$ cat config.mk
export PLATFORM = sky130hd
export DESIGN_NAME = muldiv_unit_flat
export DESIGN_NICKNAME = d
export VERILOG_FILES = /design/src/rtl/muldiv_if.sv /design/src/rtl/muldiv_unit.sv /design/src/flat_wrapper.sv
export SDC_FILE = /design/constraint.sdc
export NUM_CORES = 1
export LEC_CHECK = 0
export BUFFER_PORTS_ARGS = -buffer_cell sky130_fd_sc_hd__buf_2
export CORE_MARGIN = 1.5
export CORE_UTILIZATION = 66
export DETAILED_ROUTE_END_ITERATION = 8
export GPL_TIMING_DRIVEN = 1
export PLACE_DENSITY = 0.95
export SLEW_MARGIN = 10
export SYNTH_ARGS = -nofsm -noshare
export SYNTH_HDL_FRONTEND = slang
export SYNTH_SLANG_ARGS = --single-unit
$ cat constraint.sdc
create_clock -name clk -period 8.7 [get_ports clk]
set_input_delay 0.87 -clock clk [delete_from_list [all_inputs] [get_ports clk]]
set_output_delay 0.87 -clock clk [all_outputs]
set_load 0.05 [all_outputs]
$ cat src/rtl/muldiv_if.sv
// muldiv_if: operand/request and HI/LO result bundle between register file, control and muldiv_unit
interface muldiv_if #(parameter int WIDTH = 32);
    logic             start;
    logic [1:0]       op;
    logic [WIDTH-1:0] a;
    logic [WIDTH-1:0] b;
    logic             hi_wen;
    logic             lo_wen;
    logic [WIDTH-1:0] wdata;
    logic             busy;
    logic             done;
    logic [WIDTH-1:0] hi;
    logic [WIDTH-1:0] lo;
    modport master (output start, op, a, b, hi_wen, lo_wen, wdata, input busy, done, hi, lo);
    modport slave  (input start, op, a, b, hi_wen, lo_wen, wdata, output busy, done, hi, lo);
endinterface

$ cat src/rtl/muldiv_unit.sv
// muldiv_unit: iterative radix-2 MULT/MULTU/DIV/DIVU holding the HI/LO registers
module muldiv_unit #(parameter int WIDTH = 32) (
    input logic     clk,
    input logic     rst,
    muldiv_if.slave bus
);
    localparam logic [0:0] IDLE = 1'b0;
    localparam logic [0:0] RUN  = 1'b1;
    localparam int CW = $clog2(WIDTH);
    logic [0:0]         state;
    logic [CW-1:0]      cnt;
    logic               is_div, sa, sb, done_r, sg, na_s, nb_s, ge, last;
    logic [WIDTH-1:0]   ma, mb, acc, q, hi_r, lo_r, nacc, nq, res_hi, res_lo, na, nb;
    logic [WIDTH:0]     sum, r2;
    logic [2*WIDTH-1:0] prod;
    always_comb begin
        sg     = ~bus.op[0];
        na_s   = sg & bus.a[WIDTH-1];
        nb_s   = sg & bus.b[WIDTH-1];
        na     = na_s ? -bus.a : bus.a;
        nb     = nb_s ? -bus.b : bus.b;
        sum    = {1'b0, acc} + {1'b0, {WIDTH{q[0]}} & ma};
        r2     = {acc, q[WIDTH-1]};
        ge     = r2 >= {1'b0, mb};
        nacc   = is_div ? (ge ? WIDTH'(r2 - {1'b0, mb}) : r2[WIDTH-1:0]) : sum[WIDTH:1];
        nq     = is_div ? {q[WIDTH-2:0], ge} : {sum[0], q[WIDTH-1:1]};
        prod   = (sa ^ sb) ? -{nacc, nq} : {nacc, nq};
        // remainder follows the dividend sign, so a zero divisor returns the original a in hi
        res_hi = is_div ? (sa ? -nacc : nacc) : prod[2*WIDTH-1:WIDTH];
        res_lo = is_div ? ((mb == '0) ? '1 : ((sa ^ sb) ? -nq : nq)) : prod[WIDTH-1:0];
        last   = cnt == CW'(WIDTH - 1);
    end
    always_ff @(posedge clk) begin
        if (rst) begin
            state  <= IDLE;
            cnt    <= '0;
            is_div <= 1'b0;
            sa     <= 1'b0;
            sb     <= 1'b0;
            ma     <= '0;
            mb     <= '0;
            acc    <= '0;
            q      <= '0;
            hi_r   <= '0;
            lo_r   <= '0;
            done_r <= 1'b0;
        end else begin
            done_r <= 1'b0;
            if (state == IDLE) begin
                if (bus.hi_wen) hi_r <= bus.wdata;
                if (bus.lo_wen) lo_r <= bus.wdata;
                if (bus.start) begin
                    state  <= RUN;
                    cnt    <= '0;
                    is_div <= bus.op[1];
                    sa     <= na_s;
                    sb     <= nb_s;
                    ma     <= na;
                    mb     <= nb;
                    acc    <= '0;
                    q      <= bus.op[1] ? na : nb;
                end
            end else begin
                acc <= nacc;
                q   <= nq;
                cnt <= cnt + 1'b1;
                if (last) begin
                    state  <= IDLE;
                    hi_r   <= res_hi;
                    lo_r   <= res_lo;
                    done_r <= 1'b1;
                end
            end
        end
    end
    assign bus.busy = state == RUN;
    assign bus.done = done_r;
    assign bus.hi   = hi_r;
    assign bus.lo   = lo_r;
endmodule

$ cat src/flat_wrapper.sv
// flat-port wrapper written by rule: the top's interface ports become plain ports
module muldiv_unit_flat 
#(parameter int WIDTH = 32)
  (clk, rst, bus_start, bus_op, bus_a, bus_b, bus_hi_wen, bus_lo_wen, bus_wdata, bus_busy, bus_done, bus_hi, bus_lo);
  muldiv_if #(.WIDTH(WIDTH)) bus_i ();
  input logic clk;
  input logic rst;
  input wire logic [$bits(bus_i.start)-1:0] bus_start;
  input wire logic [$bits(bus_i.op)-1:0] bus_op;
  input wire logic [$bits(bus_i.a)-1:0] bus_a;
  input wire logic [$bits(bus_i.b)-1:0] bus_b;
  input wire logic [$bits(bus_i.hi_wen)-1:0] bus_hi_wen;
  input wire logic [$bits(bus_i.lo_wen)-1:0] bus_lo_wen;
  input wire logic [$bits(bus_i.wdata)-1:0] bus_wdata;
  output wire logic [$bits(bus_i.busy)-1:0] bus_busy;
  output wire logic [$bits(bus_i.done)-1:0] bus_done;
  output wire logic [$bits(bus_i.hi)-1:0] bus_hi;
  output wire logic [$bits(bus_i.lo)-1:0] bus_lo;
  assign bus_i.start = bus_start;
  assign bus_i.op = bus_op;
  assign bus_i.a = bus_a;
  assign bus_i.b = bus_b;
  assign bus_i.hi_wen = bus_hi_wen;
  assign bus_i.lo_wen = bus_lo_wen;
  assign bus_i.wdata = bus_wdata;
  assign bus_busy = bus_i.busy;
  assign bus_done = bus_i.done;
  assign bus_hi = bus_i.hi;
  assign bus_lo = bus_i.lo;
  muldiv_unit #(.WIDTH(WIDTH)) u_core (.clk(clk), .rst(rst), .bus(bus_i));
endmodule
-- Word level (Yosys, flattened, before mapping)
Cells that the tools add are included.
- bits in registers: 202
- bits of input ports: 103
- output and inout port bits: 66
- word-level logic and storage cells: 65
- add/sub/neg operators: 8
- $lt $le $gt $ge: 1
- equal/unequal tests: 2
- mux-type cells: 28
- bitwise logic cells: 6
- reductions and logical operators: 8
- operators with widths (cell ; count):
    32-bit 2-to-1 mux ; 21
    32-bit negation ; 4
    64-bit 2-to-1 mux ; 1
    64-bit negation ; 1
    32-bit by 32-bit adder with 33-bit output ; 1
    33-bit by 32-bit >= comparator with 1-bit output ; 1
    32-bit AND ; 1
    32-bit zero test ; 1
    32-bit subtractor ; 1
    5-bit 2-to-1 mux ; 2
    2-bit AND reduction ; 3
    2-bit nonzero test ; 3
    5-bit by 1-bit adder with 5-bit output, second input constant ; 1
    5-bit == test, second input constant ; 1
    1-bit 2-to-1 mux ; 4
    1-bit AND ; 2
    2-bit != test, second input constant ; 1
    1-bit NOT ; 2
    2-bit OR reduction ; 1
    1-bit XOR ; 1

-- Logic depth before layout (Yosys ltp)
Gate-level depths: netlist (run 1).
- word-level depth: 9
- mapped depth: 23

-- Worst setup path after synthesis (run 1)
Ideal clock, no wire load.
- kind: reg-to-reg
- from: register u_core.q[0]
- to: register u_core.hi_r[27] (netlist: u_core.bus.hi[27])
- arrival: 4562 ps
- slack: 4026 ps
- cell stages (with the launch flop): 19
- cells stage by stage: dfxtp_1 -> clkbuf_1 -> and2_1 -> ha_1 -> inv_1 -> fa_1 -> nor2b_1 -> o2111ai_1 -> a21oi_1 -> o22ai_1 -> o32a_1 -> mux2_2 -> a211oi_2 -> nand4bb_4 -> or4_4 -> or3_1 -> a21oi_1 -> xor2_1 -> a2111oi_1
- word-level cells in the longest chain between the ends: 8
- elaborated cells between the ends (all ways): 11
- classes of those cells: add/sub (3); mux (7); bitwise (1)
- ends and longest elaborated chain (element ; line ; source):
    start, declared ; muldiv_unit.sv:13 ; logic [WIDTH-1:0] ma, mb, acc, q, hi_r, lo_r, nacc, nq, res_hi, res_lo, na, nb;
    start signal, assigned ; muldiv_unit.sv:61 ; q <= bus.op[1] ? na : nb;
    start signal, assigned ; muldiv_unit.sv:65 ; q <= nq;
    32-bit AND ; muldiv_unit.sv:22 ; sum = {1'b0, acc} + {1'b0, {WIDTH{q[0]}} & ma};
    32-bit by 32-bit adder with 33-bit output ; muldiv_unit.sv:22 ;
    32-bit 2-to-1 mux, on equally long branches ; muldiv_unit.sv:26, muldiv_unit.sv:25 ;
    64-bit negation or 32-bit negation (tied branches) ; muldiv_unit.sv:27, muldiv_unit.sv:29 ;
    64-bit 2-to-1 mux or 32-bit 2-to-1 mux (tied branches) ; muldiv_unit.sv:27, muldiv_unit.sv:29 ;
    32-bit 2-to-1 mux * ; muldiv_unit.sv:29 ; res_hi = is_div ? (sa ? -nacc : nacc) : prod[2*WIDTH-1:WIDTH];
    32-bit 2-to-1 mux * ; muldiv_unit.sv:67 ; if (last) begin
    32-bit 2-to-1 mux * ; muldiv_unit.sv:49 ; if (state == IDLE) begin
    end signal, assigned ; muldiv_unit.sv:50 ; if (bus.hi_wen) hi_r <= bus.wdata;
    end signal, assigned ; muldiv_unit.sv:69 ; hi_r <= res_hi;
    end, declared ; muldiv_unit.sv:13 ;
Mark *: on every way between the ends. The rest lies on a longest branch, timed or not. The select of a mux whose other input is x is not followed.
A chain may end at the register's enable or synchronous reset.

-- Final worst setup path (run 1)
- from: register u_core.mb[24]
- to: register u_core.hi_r[20] (netlist: u_core.bus.hi[20])
- word-level cells in the longest chain between the ends: 8
- elaborated cells between the ends (all ways): 11
- classes of those cells: add/sub (2); order compare (1); mux (8)
- ends and longest elaborated chain (element ; line ; source):
    start, declared ; muldiv_unit.sv:13 ;
    start signal, assigned ; muldiv_unit.sv:59 ; mb <= nb;
    33-bit by 32-bit >= comparator with 1-bit output * ; muldiv_unit.sv:24 ; ge = r2 >= {1'b0, mb};
    32-bit 2-to-1 mux (2 in a row) ; muldiv_unit.sv:25 ; nacc = is_div ? (ge ? WIDTH'(r2 - {1'b0, mb}) : r2[WIDTH-1:0]) : sum[WIDTH:1];
    64-bit negation or 32-bit negation (tied branches) ; muldiv_unit.sv:27, muldiv_unit.sv:29 ;
    64-bit 2-to-1 mux or 32-bit 2-to-1 mux (tied branches) ; muldiv_unit.sv:27, muldiv_unit.sv:29 ;
    32-bit 2-to-1 mux * ; muldiv_unit.sv:29 ;
    32-bit 2-to-1 mux * ; muldiv_unit.sv:67 ;
    32-bit 2-to-1 mux * ; muldiv_unit.sv:49 ;
Marked as above.

==> impl_summary.txt, run 1 <==
----------------------------------------------------
[Synthesis]
  Area leader, netlist ... dfxtp_1
  Synth top area cells ... dfxtp_1 (24%), nor2_1 (6.9%), a211oi_1 (5.9%)
  Cell Area, Synth ... 0.01662 mm2
  Syn_nets ... 2413
  Count of different cell masters after synthesis ... 91
  Number of enable-type register cells in the synthesized netlist ... 0
  Total number of yosys warnings ... 0
  Flop and latch count out of synthesis ... 202
  Area share of the largest cell type after synthesis ... 24.34%
  Post-synthesis async set-or-reset flop share ... 0%
  Ys flop type ... dfxtp_1
  Average size of a mapped cell ... 7.425 um2
  Sequential cell area fraction in the yosys report ... 24.34%
  Number of standard cells after synthesis ... 2238

[Clock tree]
  Inserted Clock Buffers ... 22
  Post-CTS Setup Repair Bufs ... 0
  Worst skew pair latency ... 0.55 ns
  Clock root buffer master ... clkbuf_16
  Quantity of hold-fixing buffers added after cts ... 0
  Clk slew on worst S/H paths ... 0.06 ns
  CTS H-tree depth ... 1
  Sink count of the clock tree ... approximately 200
  Maximum number of buffers from clock root to sink ... 3
  Post-cts sizing count ... 0
  CTS tree ... done

[Floorplanning]
  Core box area ... 0.02453 mm2
  Number of top-level design ports ... 169
  Die outline height ... 161.7 um
  FP Rows ... 57
  Die area ... 0.02614 mm2
  Horizontal extent of the die ... 161.7 um
  Initial core utilization ... about two thirds

[Place]
  Post-DP HPWL ... 49400 um
  Placed instance area ... approximately 0.017 mm2
  Final Wtd Congestion ... 1.113
  Port-buffer cells ... approximately 170

[Power]
  Power Dens Cells ... around 170 mW/mm2
  Leakage dissipation ... 7.718 nW
  Peak VDD IR ... around 0.00018 V

[Route]
  DR vias/cell ... 7.229
  Routed length on met2 ... 27860 um
  Total via count after detailed routing ... 19150
  Length of routed met3 wiring ... 9880 um
  Post-detailed-route DRC marker count ... 0
  Drt first pass iters ... 7
  Initial drt markers ... 3726
  Final wirelength ... 66780 um
  Antenna Violating Nets Remaining ... 0
  DRT met1 WL ... 24370 um
  Average wire length per cell after detail routing ... 25.21 um
  Topmost layer with routed signal wires ... met5

[Global routing]
  Pin count of the biggest net entering global routing ... 108
  Total track usage ... 48.72%
  Overflow left after global routing ... 0
  First-pass GRT wire length ... 99260 um
  Initial antenna violation count ... 1
  Via count of the first global-routing pass ... 17030

[Critical path]
  Critical-path cell with the highest stage delay ... a21oi_1
  Series of cell instances along the critical path ... inv_1, ha_1, a2111oi_4, o211ai_1, and3_1, nor3_2, a21oi_1, buf_4, a21oi_1, ha_1, and2_0, and2_1, nand2_1, o21ai_1, nor2_1, o41ai_2, xnor2_1, a2111oi_2
  Category of the worst setup path launch point ... flip-flop
  CP peak stage delay ... 0.57 ns
  Number of cells traversed by the worst register-to-register path ... 18
  Critical path data required time ... about 9 ns
  Critical Path End Type ... flip-flop
  Biggest fanout along the worst timing path ... 8
  Register-to-Register Setup Slack ... 2.55 ns
  Type of the worst setup path ... flip-flop to flip-flop
  Arr. time, crit path ... 6.57 ns

[Status]
  Result of the run ... finished clean

[STA]
  Worst Tran Pin Value ... roughly 1.3 ns
  Number of max-slew violations in the final report ... 0
  Final setup viols ... 0
  Worst hold margin ... 0.4523 ns
  Post-route setup TNS ... 0 ns
  Relative slew slack ... 13.27%
  Clock skew ... 0.02811 ns
  Time the worst path needs with I/O delays and setup ... 6.151 ns
  Final cycle utilization of the critical path ... 70.70%
  Max Clock Freq ... roughly 0.16 GHz
  Final number of hold-violating endpoints ... 0
  Setup repair after global routing missed its margin ... false

[Job]
  Max capacitance violation total ... 0

[Cells and area]
  Layout net count ... ~2500
  Layout overhead on the synthesized area ... 9.834%
  Footprint of the multi-input gates ... 0.01174 mm2
  Final instance area ... 0.01825 mm2
  Number of filler instances in the final layout ... 1877
  Proportion of layout cells with a drive suffix above 1 ... 12.06%
  Reg area ... between 0.004 and 0.005 mm2

[Hold path]
  Worst Hold Depth ... 2
  Type of the most critical hold path ... flip-flop to flip-flop

----------------------------------------------------
metrics by stage:
| step | total power, mW | util, % | cells | worst slack, ns |
|---|---|---|---|---|
| 2_1_floorplan | 1.758 | - | 2238 | 4.026 |
| 3_3_place_gp | 2.046 | 71.26 | 2607 | 2.958 |
| 3_5_place_dp | 2.064 | 71.26 | 2607 | 2.880 |
| 4_1_cts | 3.045 | 74.33 | 2646 | 2.870 |
| 5_1_grt | 3.188 | 74.36 | 2646 | 2.349 |
| 6_report | 3.115 | 74.39 | 2649 | 2.549 |
cell usage in the layout (no fill, tap or decap), types with 20 or more instances in the layout:
cell type    n
and2_1      46
ha_1        70
nor2_1     303
dfxtp_1    200
nor3_1      61
a21oi_1    177
buf_4       24
nand4_1     20
xor2_1      68
o21a_1      21
a211oi_1   130
a21o_1      24
mux2i_1     61
buf_2      167
o21ai_0     77
and3_1      50
clkbuf_16   22
inv_1       70
o211ai_1    22
xnor2_1     92
a311oi_1    27
nor4_1      23
nand2_1    195
a31oi_1     34
nand3_1     37
synthesized netlist by cell type, drive strengths merged, types with 12 or more instances:
library cell / number
a221oi: 17
a31oi: 34
clkbuf: 116
and2: 49
a21o: 24
a21oi: 178
ha: 70
mux2i: 61
o21ai: 81
nand2b: 17
xnor2: 93
buf: 31
o21a: 21
o211ai: 22
xor2: 68
a2111oi: 12
nand3: 38
nor3: 63
and3: 50
a211oi: 131
a311oi: 27
o31ai: 15
nor4: 24
a211o: 13
mux2: 16
inv: 71
dfxtp: 202
nor2b: 19
nor2: 304
nand4: 20
nand2: 195
or3: 20
worst paths after layout:
check | end | startpoint
max reg2reg | u_core.bus.hi[20] | u_core.mb[24]
max | u_core.bus.hi[20] | u_core.mb[24]
min | u_core.bus.hi[0] | u_core.bus.hi[0]
min reg2reg | u_core.bus.hi[0] | u_core.bus.hi[0]
logic make-up after synthesis:
| group | count (synthesis) | synth area share [%] |
|---|---|---|
| adder cells (fa/ha/maj) | 72 | 5.512 |
| flip-flops | 202 | 24.34 |
| AND/OR/NAND/NOR | 847 | 24.43 |
| AO/OA/AOI/OAI | 660 | 27.28 |
| buffers and inverters | 219 | 5.195 |
| XOR/XNOR | 161 | 8.486 |
| multiplexers | 77 | 4.759 |
sequential cells by signal, summed over array words and instances (netlist names):
| name | flops |
|---|---|
| u_core.acc | 32 |
| u_core.bus.hi | 32 |
| u_core.bus.lo | 32 |
| u_core.ma | 32 |
| u_core.mb | 32 |
| u_core.q | 32 |
| u_core.cnt | 5 |
| u_core.bus.busy | 1 |
| u_core.bus.done | 1 |
| u_core.is_div | 1 |
| u_core.sa | 1 |
| u_core.sb | 1 |
layout make-up:
cell class / instances / share of cell area [%]
timing repair buffer: 192 / 5.628
clock inverter: 10 / 0.8569
sequential: 202 / 22.20
tap: 324 / 2.221
antenna: 3 / 0.04113
clock buffer: 29 / 3.270
multi-input combinational: 1817 / 64.30
inverter: 72 / 1.481
report_power, final:
part           total [mW]  switching (mW)  internal [mW]  leakage (nW)
logic                1.05           0.717          0.334          5.69
registers            1.06          0.0691          0.992          1.66
clock network        1.00           0.425          0.577         0.366
total                3.11            1.21           1.90          7.72
critical path: cells and delay by family, from the launching register on:
family,cells,cell delay (ns)
adders and majority gates,2,0.79
AOI/OAI and AO/OA,7,2.77
buffers and inverters,2,0.29
xor gates and xnor gates,1,0.17
DFF,1,0.33
and+or+nand+nor,6,1.67
metal layers:
layer,global-route usage [%],up-vias
li1,-,8306
met3,12.49,353
met2,72.94,1710
met4,26.86,2
met5,0,-
met1,64.03,8778
Power figures use the tool's default switching activity.
==> run 2: changes to the inputs <==
ABC_AREA = 1   (was unset)
CORE_UTILIZATION = 56   (was 66)
PLACE_DENSITY = 0.89   (was 0.95)
clock period = 5.6 ns   (was 8.7 ns; I/O delays follow)
==> run 2 against run 1 <==
  * The flow now finishes with violations (design-rule violations)
  * Critical endpoint is now u_core.bus.hi[22]
  * Wire length grew 17%
  * Flip-flop and latch count unchanged
  * Sequential power increased by 53%
  * First-iteration DRC count down 15%
  * Power is 72% higher
  * Area after synthesis up 13%
  * Via count is 17% higher
  * Highest routed layer unchanged
  * Largest cell class unchanged
  * Combinational power grew 92%
  * Clock power increased by 70%
  * Global-route usage is 4.1 points lower
==> impl_summary.txt, run 2 <==
----------------------------------------------------
[Clock tree]
  Clock root buffer master ... clkbuf_16
  Quantity of hold-fixing buffers added after cts ... 0
  CTS tree ... done
  Inserted Clock Buffers ... 24
  Maximum number of buffers from clock root to sink ... 3
  Worst skew pair latency ... 0.57 ns
  CTS H-tree depth ... 1
  Post-CTS Setup Repair Bufs ... 0
  Sink count of the clock tree ... slightly above 200
  Clk slew on worst S/H paths ... 0.06 ns
  Post-cts sizing count ... 0

[Floorplanning]
  Horizontal extent of the die ... 186 um
  Initial core utilization ... 57.21%
  Die area ... 0.03460 mm2
  Die outline height ... 186 um
  Core box area ... ~0.033 mm2
  Number of top-level design ports ... around 170
  FP Rows ... 66

[Hold path]
  Worst Hold Depth ... 3
  Hold Path Origin ... bus_wdata[28]
  Worst hold path endpoint ... u_core.bus.lo[28]
  Type of the most critical hold path ... primary input to flip-flop

[Place]
  Post-DP HPWL ... about 62000 um
  Port-buffer cells ... 168
  Final Wtd Congestion ... between 1 and 1.5

[STA]
  Number of max-slew violations in the final report ... 0
  Max Clock Freq ... between 0.2 and 0.25 GHz
  Final cycle utilization of the critical path ... 82.92%
  Final setup viols ... 0
  Relative slew slack ... approximately 23%
  Clock skew ... 0.01999 ns
  Setup repair after global routing missed its margin ... false
  Post-route setup TNS ... 0 ns
  Worst Tran Pin Value ... 1.151 ns
  Time the worst path needs with I/O delays and setup ... about 4.6 ns
  Final number of hold-violating endpoints ... 0

[Route]
  Drt first pass iters ... 9
  Final wirelength ... 78250 um
  DR vias/cell ... 5.846
  Initial drt markers ... approximately 3200
  Average wire length per cell after detail routing ... 20.37 um
  Post-detailed-route DRC marker count ... 3
  Total via count after detailed routing ... approximately 22000
  Antenna Violating Nets Remaining ... 0

[Critical path]
  Critical-path cell with the highest stage delay ... dfxtp_1
  Arr. time, crit path ... 5.10 ns
  Critical Path End Type ... flip-flop
  Biggest fanout along the worst timing path ... 35
  CP peak stage delay ... around 0.46 ns
  Critical path data required time ... between 6 and 7 ns
  Type of the worst setup path ... flip-flop to flip-flop
  R2R Path End ... u_core.bus.hi[22]
  Most common cell on crit path ... nand2_1
  Startpoint of the most critical register-to-register path ... u_core.acc[1]
  Category of the worst setup path launch point ... flip-flop
  Number of cells traversed by the worst register-to-register path ... 28
  Register-to-Register Setup Slack ... 0.96 ns

[Synthesis]
  Number of standard cells after synthesis ... 3289
  Sequential cell area fraction in the yosys report ... 21.56%
  Post-synthesis async set-or-reset flop share ... 0%
  Total number of yosys warnings ... 0
  Syn_nets ... roughly 3500
  Count of different cell masters after synthesis ... 59
  Cell Area, Synth ... 0.01875 mm2
  Library cell with the highest instance count after synthesis ... nand2_1
  Area share of the largest cell type after synthesis ... between 20% and 30%
  Average size of a mapped cell ... 5.702 um2
  Synth top area cells ... dfxtp_1 (22%), nand2_1 (19%), inv_1 (11%)
  Number of enable-type register cells in the synthesized netlist ... 0
  Flop and latch count out of synthesis ... slightly above 200
  Area leader, netlist ... dfxtp_1
  Ys flop type ... dfxtp_1
  Most frequent cells after synthesis ... nand2_1 (963), inv_1 (541), nor2_1 (332)

[Global routing]
  Pin count of the biggest net entering global routing ... 105
  Initial antenna violation count ... 7
  First-pass GRT wire length ... 115400 um
  Overflow left after global routing ... 0
  Via count of the first global-routing pass ... 20160
  Total track usage ... 44.57%

[Cells and area]
  Proportion of layout cells with a drive suffix above 1 ... 9.918%
  Layout overhead on the synthesized area ... 9.774%
  Most common library cell in the layout ignoring fill and taps ... nand2_1
  Final core utilization ... 62.80%
  Leading cell types in the layout, fill and taps excluded ... nand2_1 (963), inv_1 (538), nor2_1 (331)
  Layout net count ... roughly 3600

[Job]
  Max capacitance violation total ... 0

[Status]
  Result of the run ... complete, but fails checks
  Failing checks ... design-rule violations

[Power]
  Power Dens Cells ... 259.6 mW/mm2
  Peak VDD IR ... 0.0002831 V
  Leakage dissipation ... ~11 nW

----------------------------------------------------
## run 2: changes by cell type in the layout (fill, tap and decap cells not counted), sizes merged, moves of 43 or more
cell | before | now
o21ai | 81 | 215
inv | 72 | 549
nand4 | 20 | 69
nand2 | 195 | 983
mux2i | 61 | 0
a211oi | 131 | 1
and3 | 50 | 0
and2 | 49 | 6
xnor2 | 93 | 30
nand3 | 38 | 244
nor2 | 304 | 360
## run 2: routing by layer
metal  global-route usage [%]  up-vias  wire [um]
li1                         -    10680          -
met2                    68.90     1408      33190
met5                        0        -         40
met1                    55.83    10030      30320
met4                    27.77        6       5796
met3                    10.45      332       8903
## run 2: area by class of cell
cell class / count / area [um2]
antenna: 2 / 5.005
clock inverter: 11 / 191.4
sequential: 202 / 4049
clock buffer: 31 / 656.9
fill: 3327 / 12200
multi-input combinational: 2413 / 12070
inverter: 553 / 2076
timing repair buffer: 188 / 991.0
tap: 442 / 553.0
## run 2: logic make-up after synthesis
group,count (synthesis),synth area share [%]
compound gates,530,16.01
fa+ha+maj,72,4.884
buf+inv,674,14.14
xor+xnor,76,3.549
flops,202,21.56
simple gates,1735,39.85
## run 2: metrics by stage
step,area [um2],total power [mW],setup WS [ns],hold WS [ns],std cells
6_report,20590,5.344,0.9566,0.3154,3842
5_1_grt,20580,5.554,0.6733,0.3207,3840
4_1_cts,20580,5.249,1.182,0.3141,3840
3_5_place_dp,19730,3.575,1.217,0.4455,3798
3_3_place_gp,19730,3.568,1.349,0.4377,3798
2_1_floorplan,18750,3.016,2.348,0.4286,3289
## run 2: how the worst max path moves through the flow
stage	startpoint	end	slack (ns)
6_report	u_core.acc[1]	u_core.bus.hi[22]	0.96
5_1_grt	u_core.mb[8]	u_core.bus.hi[30]	0.67
4_1_cts	u_core.acc[2]	u_core.bus.hi[22]	1.18
3_5_place_dp	u_core.acc[2]	u_core.bus.hi[22]	1.22
3_3_place_gp	u_core.acc[2]	u_core.bus.hi[22]	1.35
2_1_floorplan	u_core.q[0]	u_core.bus.hi[31]	2.35
## run 2: critical path, delay by kind of cell (launching register included)
kind	cells	cell delay, ns
AOI/OAI and AO/OA	2	0.28
adders and majority gates	2	0.57
buffers and inverters	2	0.16
DFF	1	0.46
and+or+nand+nor	22	3.03
## run 2: power by group
part / switching (mW) / internal, mW
clock: 0.683 / 1.02
combinational: 1.48 / 0.546
sequential: 0.0793 / 1.54
